--- config.mk ---
export PLATFORM = sky130hd
export DESIGN_NAME = irq_conditioner
export DESIGN_NICKNAME = d
export VERILOG_FILES = /design/src/rtl/irq_conditioner.sv
export SDC_FILE = /design/constraint.sdc
export NUM_CORES = 1
export LEC_CHECK = 0
export BUFFER_PORTS_ARGS = -buffer_cell sky130_fd_sc_hd__buf_2
export CAP_MARGIN = 20
export CORE_MARGIN = 5
export CORE_UTILIZATION = 28
export DETAILED_ROUTE_END_ITERATION = 8
export GPL_ROUTABILITY_DRIVEN = 0
export PLACE_DENSITY = 0.54
export SETUP_SLACK_MARGIN = 0.02
export SLEW_MARGIN = 40
export SYNTH_ARGS = -nofsm -noshare
export SYNTH_HDL_FRONTEND = slang
export SYNTH_SLANG_ARGS = --single-unit
--- constraint.sdc ---
create_clock -name clk -period 2.6 [get_ports clk]
set_clock_uncertainty 0.2 [all_clocks]
set_input_delay 0.39 -clock clk [delete_from_list [all_inputs] [get_ports clk]]
set_output_delay 0.39 -clock clk [all_outputs]
set_load 0.03 [all_outputs]
--- src/rtl/irq_conditioner.sv ---
// Interrupt front-end for CP0: synchronizes six external request lines, conditions each
// as level or edge, ORs a compare timer onto one line, and exposes a 4-word register window.
module irq_conditioner #(
    parameter int unsigned TIMER_LINE  = 5,
    parameter int unsigned SYNC_STAGES = 2
) (
    input  logic        clk,
    input  logic        rst,
    input  logic [5:0]  irq_in,
    input  logic        we,
    input  logic [1:0]  addr,
    input  logic [31:0] wd,
    output logic [31:0] rd,
    output logic [5:0]  interrupt
);

    typedef enum logic [1:0] {
        REG_MODE    = 2'd0,
        REG_PEND    = 2'd1,
        REG_COMPARE = 2'd2,
        REG_COUNT   = 2'd3
    } reg_sel_e;

    logic [SYNC_STAGES-1:0][5:0] sync_q;
    logic [5:0]  sync, sync_d;
    logic [5:0]  mode_edge, pend, pend_n, int_n;
    logic [5:0]  rise, mode_chg, w1c;
    logic        timer_en, tpend, tpend_n, match;
    logic [31:0] count, compare;
    logic        wr_mode, wr_pend, wr_compare, wr_count;

    assign sync = sync_q[SYNC_STAGES-1];

    always_comb begin
        wr_mode    = we && (reg_sel_e'(addr) == REG_MODE);
        wr_pend    = we && (reg_sel_e'(addr) == REG_PEND);
        wr_compare = we && (reg_sel_e'(addr) == REG_COMPARE);
        wr_count   = we && (reg_sel_e'(addr) == REG_COUNT);

        rise     = sync & ~sync_d;
        mode_chg = wr_mode ? (wd[5:0] ^ mode_edge) : '0;
        w1c      = wr_pend ? (wd[5:0] & mode_edge) : '0;

        // A mode change wipes the line outright; otherwise an edge set beats a same-cycle W1C.
        pend_n = '0;
        for (int unsigned i = 0; i < 6; i++) begin
            if (mode_chg[i])
                pend_n[i] = 1'b0;
            else if (!mode_edge[i])
                pend_n[i] = sync[i];
            else
                pend_n[i] = rise[i] | (pend[i] & ~w1c[i]);
        end

        match = timer_en && (count == compare);
        if (wr_compare || (wr_pend && wd[TIMER_LINE]))
            tpend_n = 1'b0;
        else if (match)
            tpend_n = 1'b1;
        else
            tpend_n = tpend;

        int_n             = pend_n;
        int_n[TIMER_LINE] = pend_n[TIMER_LINE] | tpend_n;
    end

    always_ff @(posedge clk) begin
        if (!rst) begin
            sync_q    <= '0;
            sync_d    <= '0;
            pend      <= '0;
            tpend     <= 1'b0;
            interrupt <= '0;
            mode_edge <= '0;
            timer_en  <= 1'b0;
            count     <= '0;
            compare   <= '1;
        end else begin
            sync_q    <= {sync_q[SYNC_STAGES-2:0], irq_in};
            sync_d    <= sync;
            pend      <= pend_n;
            tpend     <= tpend_n;
            interrupt <= int_n;
            if (wr_mode) begin
                mode_edge <= wd[5:0];
                timer_en  <= wd[8];
            end
            if (wr_compare)
                compare <= wd;
            if (wr_count)
                count <= wd;
            else if (timer_en)
                count <= count + 32'd1;
        end
    end

    always_comb begin
        rd = '0;
        unique case (reg_sel_e'(addr))
            REG_MODE:    rd = {23'b0, timer_en, 2'b0, mode_edge};
            REG_PEND:    rd = {18'b0, sync, 2'b0, interrupt};
            REG_COMPARE: rd = compare;
            REG_COUNT:   rd = count;
        endcase
    end

endmodule

After elaboration in Yosys (flattened, before gate mapping)
Cells that the tools add are included.
{"block": "word_totals", "reg_bits": 102, "input_bits": 43, "out_inout_bits": 38, "word_cells": 66}
{"block": "op_classes", "add_sub_neg": 1, "eq_ne": 4, "n_mux": 19, "bitwise_logic": 23, "reduce_logical": 9}
{"operator": "$pmux W32 S4", "n": 1}
{"operator": "$mux W32", "n": 2}
{"operator": "$add A32 B1 Y32 const B", "n": 1}
{"operator": "$eq A32 B32 Y1", "n": 1}
{"operator": "$mux W1", "n": 14}
{"operator": "$and A6 B6 Y6", "n": 2}
{"operator": "$mux W6", "n": 2}
{"operator": "$or A1 B1 Y1", "n": 7}
{"operator": "$and A1 B1 Y1", "n": 6}
{"operator": "$logic_and A1 B1 Y1", "n": 6}
{"operator": "$not A1 Y1", "n": 6}
{"operator": "$not A6 Y6", "n": 1}
{"operator": "$xor A6 B6 Y6", "n": 1}
{"operator": "$eq A2 B2 Y1 const B", "n": 2}
{"operator": "$eq A2 B1 Y1 const B", "n": 1}
{"operator": "$logic_not A2 Y1", "n": 1}
{"operator": "$reduce_bool A2 Y1", "n": 1}
{"operator": "$logic_or A1 B1 Y1", "n": 1}

Depth between registers and ports, before layout
{"block": "depth", "word_depth": 9, "depth_mapped": 7, "depth_no_buf": 6}

Worst setup path before layout
Ideal clock, no wire load.
{"block": "synth_path", "path_type": "in2out", "startpoint": "input addr[1]", "endpoint": "output rd[14]", "arrival_ps": 1654, "path_slack_ps": 356, "stages": 4, "path_buffers": 3, "cell_sequence": "buf_2 -> buf_1 -> clkbuf_1 -> nor2b_1"}
{"block": "synth_between", "elab_chain_cells": 2, "elab_cells_between_ends": 5, "cone_classes": "eq/ne (3); mux (1); reduce/logical (1)"}
{"element": "start, declared", "line": "11", "rtl": "input logic [1:0] addr,"}
{"element": "$eq A2 B2 Y1, or another cell as far along", "line": "99", "rtl": "unique case (reg_sel_e'(addr))"}
{"element": "$pmux W32 S4 (*)", "line": "99"}
{"element": "end, declared", "line": "13", "rtl": "output logic [31:0] rd,"}
Mark *: on every way between the ends. The rest lies on a longest branch, timed or not.

Worst setup path after layout
{"block": "layout_path", "startpoint": "input addr[0]", "endpoint": "output rd[31]"}
The elaborated chain is that of the path after synthesis.

==> summary.txt <==
Mapped cell area -> 5020 um2
Core area -> 17800 um2
Min Tclk post-route -> 2.27 ns
Worst path cell trace -> buf_2 -> buf_4 -> mux2i_1 -> nor2b_1 -> buf_2
Die width -> 144 um
Class of the worst hold path -> in -> reg
Synth Area in Simple Gates -> 27.0%
Hold Fails Final Rpt -> 0
Vias/cell -> 4.77
Post-synth top cells -> nand2_1 (123), dfxtp_1 (97), nand3_1 (42), xnor2_1 (38), clkbuf_1 (32)
Cts hold-fix bufs -> 0
Critical-path top delay cell -> buf_2
Max-Cap Viols -> 0
Post-Synth Adder-Cell Area -> 1.74%
Compound-Gate Fraction of Synth Area -> 9.94%
Worst hold slack -> 0.0414 ns
Crit-path max cell delay -> 0.39 ns
Most used cell, CP -> buf_2
Slew Viols, Final -> 0
Clk Latency, worst-skew pair -> 0.35 ns
H-tree levels -> 3
Max VDD drop -> 0.000361 V
CP endpoint kind -> output port
I/O pin total -> 81
Grt ovf -> 0
Clock power frac -> 39.3%
Fin Setup TNS -> 0 ns
Cts bufs inserted -> 9
Syn Area/Cell -> 8.55 um2
DRT Wirelength -> 14400 um
WP data required -> 2.01 ns
Slew @ Worst Pin -> 0.540 ns
Post-Synth XOR/XNOR Area -> 10.1%
Fin util -> 33.6%
Status -> completed
Dpl hpwl -> 10500 um
Critical Path AT -> 1.68 ns
1st-iter DRT viols -> 282
Layout area overhead -> 19.2%
Placement Rows -> 49
Fraction of power consumed by sequential logic -> 46.0%
Internal Power -> 2.58 mW
Post-CTS sizing -> 0
First-pass GRT wire length -> 22700 um
Post-DP Area -> 5670 um2
# DRC -> 0
Ys flop type -> dfxtp_1
Initial Util -> 28.2%
Clk sinks -> 97
Switching power -> 0.989 mW
Synth unique cells -> 42
I/O Buffers -> 80
Synth warn -> 0
Leak -> 2.59 nW
Most frequent cell after synthesis -> nand2_1
Die extent in y -> 144 um
Net Sw Frac -> 27.7%
Clk slew on worst S/H paths -> 0.07 ns
Share of layout cells above drive strength 1 -> 20.9%
Largest net degree at the start of global routing -> 56
Final setup fails -> 0
GRT Util Overall -> 14.1%
Drt pass-1 iters -> 4
Seq/Total Area, Yosys -> 38.6%
Largest family of logic cells by synthesized area -> simple AND/OR/NAND/NOR gates
Max_slew headroom -> 64.0%
Power per Cell Area -> 595 nW/um2
Max Freq -> 441 MHz
DR vias -> 4228
Logic pwr share -> 14.7%
Final nets -> 702
Initial antenna violation count -> 0
Wire per inst -> 16.3 um
Final Cell Area -> 5990 um2
Die Area -> 20700 um2
Crit path max fanout -> 17
Crit Path Category -> in -> out
Post-synth top area cell -> dfxtp_1
CTS tree -> done
Syn Inst Count -> 588
Post-DRT Antenna Nets -> 0
Setup bufs post-CTS -> 0
Synth area leaders -> dfxtp_1 (39%), nand2_1 (9.2%), xnor2_1 (6.6%)
Clock Path Buffers -> 2
Synth Register Bits -> 97
Yosys top cell area share -> 38.6%
RSZ-0062 raised after global routing -> false
Final period utilization -> 87.1%
Fraction of registers with async set/reset -> 0%
Clock root buffer -> clkbuf_16
Post-synth EDFFs -> 0
Diodes inserted -> 0
Mux contribution to synthesized area -> 8.44%
Type of origin of the critical path -> input port
Syn_nets -> 638
Vias in the first global route -> 4004
[per-layer routing]
metal	global-route usage [%]	vias up	wire, um
li1	-	2153	-
met1	20.2	1951	7080
met2	21.4	107	6300
met3	3.19	17	817
met4	3.57	0	214
met5	0	-	0
[cells by family (layout without fill, tap and decap cells)]
logic type / after synthesis / after routing
simple gates: 268 / 268
buf+inv: 47 / 116
flops: 97 / 97
xor+xnor: 58 / 58
fa+ha+maj: 7 / 7
compound gates: 78 / 78
mux: 33 / 33
[final timing paths]
| kind | startpoint | end | slack, ns | depth (start not counted) |
|---|---|---|---|---|
| hold / removal | irq_in[2] | sync_q[2] | 0.04 | 2 |
| setup reg to reg | count[9] | count[31] | 0.43 | 5 |
| setup / recovery | addr[0] | rd[31] | 0.33 | 5 |
| hold reg to reg | sync_q[3] | sync[3] | 0.23 | 1 |
[area by class of cell]
cell class	instances	area [um2]
Multi-Input combinational cell	444	2880
Timing Repair Buffer	100	563
Clock buffer	11	253
Fill cell	1903	11900
Sequential cell	97	1940
Tap cell	229	287
Clock inverter	5	63.8
[registers in the layout (all words and copies together), names as in the netlist]
| name | flops |
|---|---|
| sync_d | 6 |
| count | 32 |
| compare | 32 |
| timer_en | 1 |
| tpend | 1 |
| mode_edge | 6 |
| interrupt | 6 |
| sync_q | 6 |
| sync | 6 |
| pend | 1 |
[critical path, delay by kind of cell]
kind | cells | cell delay, ns
buffers and inverters | 3 | 0.89
multiplexers | 1 | 0.32
AND/OR/NAND/NOR | 1 | 0.07
[cell usage in the layout (no fill, tap or decap), types with 8 or more instances in the layout]
master       n
nand2_1    123
dfxtp_1     97
buf_2       80
nand3_1     41
xnor2_1     38
o21ai_0     28
mux2i_1     21
nor2b_1     21
and2_1      20
xor2_1      20
nand4_1     19
a21oi_1     19
buf_4       19
o211a_1      9
clkbuf_16    9
nor2_1       8
and3_1       8
[power by group through the flow]
stage               clock network (mW)  registers, mW  logic (mW)
floorplan                            0           1.64       0.368
global placement                     0           1.67       0.526
detailed placement                   0           1.67       0.528
CTS                               1.44           1.64       0.531
global route                      1.49           1.65       0.578
finish                            1.40           1.64       0.525
[per-stage QoR]
step	power, mW	worst slack (ns)	cells
final	3.56	0.334	886
after global routing	3.72	0.277	886
after floorplan	2.01	0.356	588
after CTS	3.61	0.315	886
after global placement	2.20	0.331	870
after detailed placement	2.20	0.317	870
Power figures use the tool's default switching activity.
